### src/rtl/debug_host_fsm.sv
// Host-side UART debug initiator: sends LOAD/RUN/STEP commands and program words,
// then reassembles the returned dump bytes into words. Optional RX watchdog: DEBUG_HOST_TIMEOUT_EN.
module debug_host_fsm #(
   parameter int unsigned UART_BITS        = 8,
   parameter int unsigned INSTRUCTION_BITS = 32,
   parameter int unsigned PC_BITS          = 8,
   parameter int unsigned DUMP_WORDS       = 48,
   parameter int unsigned DUMP_ADDR_BITS   = 6,
   parameter int unsigned TIMEOUT_CYCLES   = 1000000
) (
   input  logic                        clk,
   input  logic                        rst,
   input  logic                        i_cmd_load,
   input  logic                        i_cmd_run,
   input  logic                        i_cmd_step,
   input  logic [PC_BITS-1:0]          i_inst_count,
   output logic [PC_BITS-1:0]          o_rom_addr,
   input  logic [INSTRUCTION_BITS-1:0] i_rom_data,
   output logic                        o_tx_start,
   output logic [UART_BITS-1:0]        o_tx_data,
   input  logic                        i_tx_done,
   input  logic                        i_rx_done,
   input  logic [UART_BITS-1:0]        i_rx_data,
   output logic                        o_dump_we,
   output logic [DUMP_ADDR_BITS-1:0]   o_dump_addr,
   output logic [INSTRUCTION_BITS-1:0] o_dump_data,
   output logic                        o_busy,
   output logic                        o_done,
   output logic                        o_error
);

   localparam int unsigned SHIFT_BITS = INSTRUCTION_BITS - UART_BITS;
   localparam logic [UART_BITS-1:0] CMD_LOAD = UART_BITS'(1);
   localparam logic [UART_BITS-1:0] CMD_RUN  = UART_BITS'(2);
   localparam logic [UART_BITS-1:0] CMD_STEP = UART_BITS'(3);
   localparam logic [DUMP_ADDR_BITS-1:0] LAST_WORD = DUMP_ADDR_BITS'(DUMP_WORDS - 1);

   if (INSTRUCTION_BITS != 4 * UART_BITS || (1 << DUMP_ADDR_BITS) < DUMP_WORDS
       || TIMEOUT_CYCLES == 0) begin : g_bad_cfg
      $error("debug_host_fsm: inconsistent parameters");
   end

   typedef enum logic [2:0] {
      S_IDLE, S_SEND, S_WAIT_LO, S_WAIT_HI, S_FETCH, S_RECV, S_DONE
   } state_t;

   // Which part of a LOAD stream the byte just sent belonged to
   typedef enum logic [1:0] {H_CMD, H_CNT, H_WORD} hdr_t;

   state_t                        state_q, state_d;
   hdr_t                          hdr_q, hdr_d;
   logic                          is_load_q, is_load_d;
   logic [PC_BITS-1:0]            cnt_q, cnt_d;
   logic [PC_BITS-1:0]            wcnt_q, wcnt_d;
   logic [1:0]                    bcnt_q, bcnt_d;
   logic [INSTRUCTION_BITS-1:0]   word_q, word_d;
   logic [SHIFT_BITS-1:0]         shift_q, shift_d;
   logic [DUMP_ADDR_BITS-1:0]     widx_q, widx_d;
   logic [PC_BITS-1:0]            rom_addr_q, rom_addr_d;
   logic                          tx_start_q, tx_start_d;
   logic [UART_BITS-1:0]          tx_data_q, tx_data_d;
   logic                          dump_we_q, dump_we_d;
   logic [DUMP_ADDR_BITS-1:0]     dump_addr_q, dump_addr_d;
   logic [INSTRUCTION_BITS-1:0]   dump_data_q, dump_data_d;
   logic                          busy_q, busy_d;
   logic                          done_q, done_d;

`ifdef DEBUG_HOST_TIMEOUT_EN
   localparam int unsigned TMO_BITS = $clog2(TIMEOUT_CYCLES + 1);
   logic [TMO_BITS-1:0] tmo_q, tmo_d;
   logic                error_q, error_d;
   assign o_error = error_q;
`else
   assign o_error = 1'b0;
`endif

   always_ff @(posedge clk or posedge rst) begin
      if (rst) begin
         state_q     <= S_IDLE;
         hdr_q       <= H_CMD;
         is_load_q   <= 1'b0;
         cnt_q       <= '0;
         wcnt_q      <= '0;
         bcnt_q      <= '0;
         word_q      <= '0;
         shift_q     <= '0;
         widx_q      <= '0;
         rom_addr_q  <= '0;
         tx_start_q  <= 1'b0;
         tx_data_q   <= '0;
         dump_we_q   <= 1'b0;
         dump_addr_q <= '0;
         dump_data_q <= '0;
         busy_q      <= 1'b0;
         done_q      <= 1'b0;
      end else begin
         state_q     <= state_d;
         hdr_q       <= hdr_d;
         is_load_q   <= is_load_d;
         cnt_q       <= cnt_d;
         wcnt_q      <= wcnt_d;
         bcnt_q      <= bcnt_d;
         word_q      <= word_d;
         shift_q     <= shift_d;
         widx_q      <= widx_d;
         rom_addr_q  <= rom_addr_d;
         tx_start_q  <= tx_start_d;
         tx_data_q   <= tx_data_d;
         dump_we_q   <= dump_we_d;
         dump_addr_q <= dump_addr_d;
         dump_data_q <= dump_data_d;
         busy_q      <= busy_d;
         done_q      <= done_d;
      end
   end

`ifdef DEBUG_HOST_TIMEOUT_EN
   always_ff @(posedge clk or posedge rst) begin
      if (rst) begin
         tmo_q   <= '0;
         error_q <= 1'b0;
      end else begin
         tmo_q   <= tmo_d;
         error_q <= error_d;
      end
   end
`endif

   always_comb begin
      state_d     = state_q;
      hdr_d       = hdr_q;
      is_load_d   = is_load_q;
      cnt_d       = cnt_q;
      wcnt_d      = wcnt_q;
      bcnt_d      = bcnt_q;
      word_d      = word_q;
      shift_d     = shift_q;
      widx_d      = widx_q;
      rom_addr_d  = rom_addr_q;
      tx_data_d   = tx_data_q;
      dump_we_d   = 1'b0;
      dump_addr_d = dump_addr_q;
      dump_data_d = dump_data_q;
      done_d      = 1'b0;
`ifdef DEBUG_HOST_TIMEOUT_EN
      tmo_d       = tmo_q;
      error_d     = error_q;
`endif

      case (state_q)
         S_IDLE: begin
            if (i_cmd_load || i_cmd_run || i_cmd_step) begin
               state_d    = S_SEND;
               hdr_d      = H_CMD;
               is_load_d  = i_cmd_load;
               wcnt_d     = '0;
               bcnt_d     = '0;
               shift_d    = '0;
               widx_d     = '0;
               rom_addr_d = '0;
               if (i_cmd_load) begin
                  cnt_d     = i_inst_count;
                  tx_data_d = CMD_LOAD;
               end else begin
                  tx_data_d = i_cmd_run ? CMD_RUN : CMD_STEP;
               end
`ifdef DEBUG_HOST_TIMEOUT_EN
               error_d = 1'b0;
`endif
            end
         end
         S_SEND:    state_d = S_WAIT_LO;
         S_WAIT_LO: if (!i_tx_done) state_d = S_WAIT_HI;
         S_WAIT_HI: begin
            if (i_tx_done) begin
               if (!is_load_q) begin
                  state_d = S_RECV;
`ifdef DEBUG_HOST_TIMEOUT_EN
                  tmo_d = '0;
`endif
               end else begin
                  case (hdr_q)
                     H_CMD: begin
                        hdr_d     = H_CNT;
                        tx_data_d = UART_BITS'(cnt_q);
                        state_d   = S_SEND;
                     end
                     H_CNT:   state_d = (cnt_q == '0) ? S_DONE : S_FETCH;
                     default: begin
                        if (bcnt_q == 2'd3) begin
                           state_d = (wcnt_q == cnt_q) ? S_DONE : S_FETCH;
                        end else begin
                           bcnt_d    = bcnt_q + 2'd1;
                           word_d    = {word_q[SHIFT_BITS-1:0], {UART_BITS{1'b0}}};
                           tx_data_d = word_q[SHIFT_BITS-1 -: UART_BITS];
                           state_d   = S_SEND;
                        end
                     end
                  endcase
               end
            end
         end
         // ROM address for this word has been stable since the previous word, so data is valid now
         S_FETCH: begin
            word_d    = i_rom_data;
            tx_data_d = i_rom_data[INSTRUCTION_BITS-1 -: UART_BITS];
            bcnt_d    = '0;
            hdr_d     = H_WORD;
            wcnt_d    = wcnt_q + PC_BITS'(1);
            if ((wcnt_q + PC_BITS'(1)) < cnt_q) rom_addr_d = rom_addr_q + PC_BITS'(1);
            state_d   = S_SEND;
         end
         S_RECV: begin
            if (i_rx_done) begin
               shift_d = {shift_q[SHIFT_BITS-UART_BITS-1:0], i_rx_data};
               bcnt_d  = bcnt_q + 2'd1;
`ifdef DEBUG_HOST_TIMEOUT_EN
               tmo_d   = '0;
`endif
               if (bcnt_q == 2'd3) begin
                  dump_we_d   = 1'b1;
                  dump_data_d = {shift_q, i_rx_data};
                  dump_addr_d = widx_q;
                  widx_d      = widx_q + DUMP_ADDR_BITS'(1);
                  if (widx_q == LAST_WORD) state_d = S_DONE;
               end
            end
`ifdef DEBUG_HOST_TIMEOUT_EN
            else if (tmo_q == TMO_BITS'(TIMEOUT_CYCLES - 1)) begin
               error_d = 1'b1;
               bcnt_d  = '0;
               shift_d = '0;
               state_d = S_DONE;
            end else begin
               tmo_d = tmo_q + TMO_BITS'(1);
            end
`endif
         end
         S_DONE: begin
            done_d  = 1'b1;
            state_d = S_IDLE;
         end
         default: state_d = S_IDLE;
      endcase

      tx_start_d = (state_d == S_SEND);
      busy_d     = (state_d != S_IDLE);
   end

   assign o_rom_addr  = rom_addr_q;
   assign o_tx_start  = tx_start_q;
   assign o_tx_data   = tx_data_q;
   assign o_dump_we   = dump_we_q;
   assign o_dump_addr = dump_addr_q;
   assign o_dump_data = dump_data_q;
   assign o_busy      = busy_q;
   assign o_done      = done_q;

endmodule

### config.mk
export PLATFORM = sky130hd
export DESIGN_NAME = debug_host_fsm
export DESIGN_NICKNAME = d
export VERILOG_FILES = /design/src/rtl/debug_host_fsm.sv
export SDC_FILE = /design/constraint.sdc
export NUM_CORES = 1
export LEC_CHECK = 0
export BUFFER_PORTS_ARGS = -buffer_cell sky130_fd_sc_hd__buf_2
export CORE_MARGIN = 2
export CORE_UTILIZATION = 56
export CTS_CLUSTER_DIAMETER = 120
export CTS_CLUSTER_SIZE = 16
export DETAILED_ROUTE_END_ITERATION = 7
export PLACE_DENSITY = 0.79
export SLEW_MARGIN = 25
export SYNTH_ARGS = -nofsm -noshare
export SYNTH_HDL_FRONTEND = slang
export SYNTH_SLANG_ARGS = --single-unit
export TNS_END_PERCENT = 10
### constraint.sdc
create_clock -name clk -period 5.6 [get_ports clk]
set_clock_uncertainty 0.15 [all_clocks]
set_input_delay 1.12 -clock clk [delete_from_list [all_inputs] [get_ports clk]]
set_output_delay 1.12 -clock clk [all_outputs]
set_load 0.02 [all_outputs]
Yosys cells after proc, flatten, opt, wreduce, memory -nomap -nowiden
Cells that the tools add are included.
{"block": "word_totals", "wordCells": 118, "output_inout_bits": 59, "ff_bits": 136, "inputBits": 55}
{"block": "op_classes", "n_reduce_logical": 23, "magnitude_cmp": 1, "addsub": 4, "eq_ne": 22, "n_mux": 51}
{"cell": "$mux 24", "count": 6}
{"cell": "$pmux 24 s2", "count": 2}
{"cell": "$mux 8", "count": 6}
{"cell": "$pmux 8 s2", "count": 3}
{"cell": "$mux 2", "count": 12}
{"cell": "$mux 3", "count": 8}
{"cell": "$pmux 8 s3", "count": 1}
{"cell": "$ne 2x2->1 const B", "count": 10}
{"cell": "$mux 6", "count": 3}
{"cell": "$pmux 3 s6", "count": 1}
{"cell": "$add 8x1->8 const B", "count": 2}
{"cell": "$pmux 6 s2", "count": 1}
{"cell": "$reduce_and 3->1", "count": 4}
{"cell": "$reduce_and 5->1", "count": 2}
{"cell": "$eq 3x3->1 const B", "count": 3}
{"cell": "$eq 8x8->1", "count": 1}
{"cell": "$logic_not 8->1", "count": 1}
{"cell": "$lt 8x8->1", "count": 1}
{"cell": "$pmux 2 s4", "count": 1}
{"cell": "$reduce_and 7->1", "count": 1}
{"cell": "$add 6x1->6 const B", "count": 1}
{"cell": "$eq 3x1->1 const B", "count": 2}
{"cell": "$eq 3x2->1 const B", "count": 2}
{"cell": "$eq 6x6->1 const B", "count": 1}
{"cell": "other kinds (17)", "count": 26}

Logic depth before layout (Yosys ltp)
{"block": "depth", "depth_word": 8, "depth_mapped": 10, "depth_no_buf": 9}

Worst setup path before layout
Ideal clock, no wire load.
{"block": "synth_path", "path_type": "in2reg", "from": "input i_cmd_run", "to": "register dump_addr_q[1] (netlist: o_dump_addr[1])", "n_path_buf": 2, "stages": 6, "t_arrival_ns": 2.563, "required_ns": 5.325, "slack_ns": 2.762, "setup_ns": 0.125, "cell_sequence": "or3_4 > and2_1 > buf_2 > o211ai_2 > buf_4 > mux2_2"}
{"item": "start: declaration", "line_no": "14", "text": "input logic i_cmd_run,"}
{"item": "end signal: assignment", "line_no": "110", "text": "dump_addr_q <= dump_addr_d;"}
{"item": "end: declaration", "line_no": "63", "text": "logic [DUMP_ADDR_BITS-1:0] dump_addr_q, dump_addr_d;"}

Worst setup path in the final report
{"block": "layout_path", "from": "register wcnt_q[0]", "to": "register rom_addr_q[6] (netlist: o_rom_addr[6])"}
{"block": "layout_between", "elab_chain_len": 4}
{"item": "start: declaration", "line_no": "54", "text": "logic [PC_BITS-1:0] wcnt_q, wcnt_d;"}
{"item": "start signal: assignment", "line_no": "101", "text": "wcnt_q <= wcnt_d;"}
{"item": "$add 8x1->8", "line_no": "210", "text": "if ((wcnt_q + PC_BITS'(1)) < cnt_q) rom_addr_d = rom_addr_q + PC_BITS'(1);"}
{"item": "$lt 8x8->1", "line_no": "210"}
{"item": "$ne 2x2->1 (no source line)"}
{"item": "$reduce_and 3->1 (no source line)"}
{"item": "end signal: assignment", "line_no": "106", "text": "rom_addr_q <= rom_addr_d;"}
{"item": "end: declaration", "line_no": "59", "text": "logic [PC_BITS-1:0] rom_addr_q, rom_addr_d;"}
Every way passes these cells.
A chain may end at the register's enable or synchronous reset.

==> summary.md <==
| Metric | Value |
|---|---|
| Max_cap viols | `0` |
| DRT iter0 DRCs | `282` |
| TritonCTS clock tree | `done` |
| P_leak | `3.74 nW` |
| Synthesized flop and latch total | `136` |
| Setup Crit Path Kind | `flop to flop` |
| Worst-skew pair later-pin latency | `about 520 ps` |
| Initial Utilization | `between 50% and 60%` |
| Ant. Diodes | `0` |
| Final setup TNS | `0 ps` |
| Slew margin rel. | `32.4%` |
| Via-to-Cell Ratio | `between 5 and 6` |
| Bufs and invs on worst path | `0` |
| List of most frequent post-synthesis cells | `dfrtp_1 (136), nand2_1 (108), o21ai_0 (70), mux2_2 (31), mux2i_1 (28)` |
| # port buffers | `112` |
| Die Width | `around 110 um` |
| Hpwl dp | `9.33 mm` |
| CP top delay family | `simple AND/OR/NAND/NOR gates` |
| Multi-input logic area | `around 0.0027 sq mm` |
| Synth top area cells | `dfrtp_1 (54%), nand2_1 (6.4%), o21ai_0 (5.6%)` |
| Pwr Density | `455 mW/mm^2` |
| Worst reg2reg setup slack | `2490 ps` |
| Total gr overflow | `0` |
| CTS buffer count | `17` |
| Synth async-reset ratio | `100%` |
| Storage element area | `0.00340 sq mm` |
| Routed vias | `4703` |
| Fin crit share | `55.5%` |
| Postcts setup bufs | `0` |
| First-pass GRT wire length | `22.4 mm` |
| Net Count, Synth | `approximately 650` |
| Total GRT Usage | `24.3%` |
| Final Hold Viols | `0` |
| Clock Path Buffers | `2` |
| RSZ-0062 raised after global routing | `false` |
| Slowest CP cell | `or4_1` |
| Proportion of layout cells with a drive suffix above 1 | `~28%` |
| Crit path cell chain | `ha_1 > nand3_1 > nor2_1 > xor2_1 > ha_1 > a21o_1 > a211o_1 > or4_1 > a21oi_1` |
| Placed cell count | `a little over 800` |
| Clock transition at path regs | `60 ps` |
| Synth Flop Type | `dfrtp_1` |
| Worst hold path class | `flop to flop` |
| FILL cells | `about 850` |
| Outcome | `finished clean` |
| Number of enable flip-flop cells after synthesis | `0` |
| Die area | `0.0121 sq mm` |
| Worst-Margin Slew | `1010 ps` |
| H-tree depth | `4` |
| Fin crit period | `3110 ps` |
| Final Slew Violations | `0` |
| Synth top area share | `54.0%` |
| Io pins | `between 100 and 150` |
| Routed wire per std cell | `16.6 um` |
| Critical path capture point type | `flop` |
| Synth warn | `0` |
| Final ANT Viol Nets | `0` |
| 1st-pass router iterations | `4` |
| Crit start category | `flop` |
| PostCTS Resize Cnt | `0` |
| Worst vdd ir | `0.000309 V` |
| Yosys top cell by area | `dfrtp_1` |
| Non-Filler Instances | `835` |
| GPL Wtd Cong | `around 0.87` |
| Vias in the first global route | `4550` |
| Area Overhead vs Synth | `19.1%` |
| Crit path DAT | `around 3400 ps` |
| Largest net degree at the start of global routing | `98` |
| Core area | `0.0109 sq mm` |
| Cell mode on critical path | `ha_1` |
| DRC | `0` |
| Post-synthesis cell area | `approximately 0.0063 sq mm` |
| CP required | `5890 ps` |
| Seq/Total Area, Yosys | `54.0%` |
| Most numerous cell in the Yosys netlist | `dfrtp_1` |
| Fin nets | `752` |
| Largest stage delay, worst path | `570 ps` |
| Max Fclk | `0.322 GHz` |
| Synth Instances | `around 580` |
| Die Y | `110 um` |
| Clock Tree Root | `clkbuf_8` |
| Synth Area per Inst | `between 10 and 15 sq um` |
| Initial antenna violation count | `0` |
| Sink Count | `136` |
| Setup-failing EPs final | `0` |
| FP Rows | `38` |
| Worst-path fanout max | `11` |
| DRT Wirelength | `between 10 and 15 mm` |
| # hold bufs at CTS | `0` |
| Count of different cell masters after synthesis | `61` |
[per-stage QoR]
step	hold WS (ps)	setup WS [ps]	util, %	instance area (sq um)	power, mW
floorplan	293	691	-	6300	2.07
global placement	311	2340	63.6	6920	2.27
detailed placement	320	2280	63.6	6920	2.32
CTS	333	2500	68.8	7490	3.43
global route	353	2320	69.0	7510	3.62
finish	325	2490	69.0	7510	3.42
[cell families after synthesis]
kind of cell	count (synthesis)	synth area share, %
AOI/OAI and AO/OA	113	10.5
xor gates and xnor gates	17	2.36
adders and majority gates	12	2.38
buffers and inverters	49	3.85
DFF	136	54.0
muxes	76	13.4
other	1	0.0595
and+or+nand+nor	177	13.4
[worst register-to-register path, cell delays in order, from the launching register on]
cell and delay [ps]:
dfrtp_1 440, ha_1 270, nand3_1 140, nor2_1 160, xor2_1 240, ha_1 290, a21o_1 160, a211o_1 420
or4_1 570, a21oi_1 180
[cell usage in the layout, fill, tap and decap left out, types with 3 or more instances in the layout]
cell type | synthesis | final
a21o_1 | 4 | 4
a21oi_1 | 9 | 8
a22o_1 | 5 | 5
and3_1 | 4 | 4
and3b_1 | 3 | 3
buf_2 | 5 | 112
buf_4 | 8 | 5
bufinv_16 | 0 | 3
clkbuf_1 | 16 | 3
clkbuf_16 | 0 | 16
clkbuf_8 | 0 | 3
clkinv_4 | 0 | 3
dfrtp_1 | 136 | 136
ha_1 | 12 | 12
inv_1 | 16 | 15
mux2_1 | 10 | 10
mux2_2 | 31 | 31
mux2_4 | 7 | 7
mux2i_1 | 28 | 28
nand2_1 | 108 | 108
nand3_1 | 11 | 11
nand3b_1 | 3 | 3
nor2_1 | 13 | 13
nor3_1 | 7 | 7
nor3b_1 | 3 | 3
o21ai_0 | 70 | 70
o21ai_1 | 4 | 4
o31ai_1 | 3 | 3
xnor2_1 | 14 | 14
xor2_1 | 3 | 3
[worst paths after layout]
| kind | depth (start not counted) | from | end |
|---|---|---|---|
| worst max-delay path | 9 | wcnt_q[0] | o_rom_addr[6] |
| worst min register to register | 2 | shift_q[20] | shift_q[20] |
| min in group asynchronous | 2 | rst | o_dump_data[4] |
| max in group asynchronous | 3 | rst | shift_q[11] |
| worst max register to register | 9 | wcnt_q[0] | o_rom_addr[6] |
| worst min-delay path | 2 | shift_q[20] | shift_q[20] |
[metal layers]
layer | track usage, % | wire, um
met1 | 33.3 | 6050
met2 | 37.5 | 6910
met3 | 7.35 | 758
met4 | 7.41 | 133
met5 | 0 | 0
[registers in the layout, indices dropped and copies added, names as in the netlist, 8 cells and up]
register and cells:
word_q 24, o_rom_addr 8, wcnt_q 8, cnt_q 8, shift_q 24, o_tx_data 8
o_dump_data 32
[layout make-up]
| cell class | count | share of cell area (%) |
|---|---|---|
| Sequential cell | 136 | 45.3 |
| Multi-Input combinational cell | 396 | 35.7 |
| Timing Repair Buffer | 118 | 8.16 |
| Clock buffer | 22 | 6.03 |
| Tap cell | 140 | 2.33 |
| Clock inverter | 7 | 1.62 |
| Inverter | 16 | 0.866 |
[power breakdown]
part / total [mW] / internal, mW / switching, mW / leakage, nW
clock network: 1.08 / 0.695 / 0.389 / 0.281
registers: 1.39 / 1.19 / 0.199 / 1.83
logic: 0.940 / 0.390 / 0.550 / 1.64
Power figures use the tool's default switching activity.
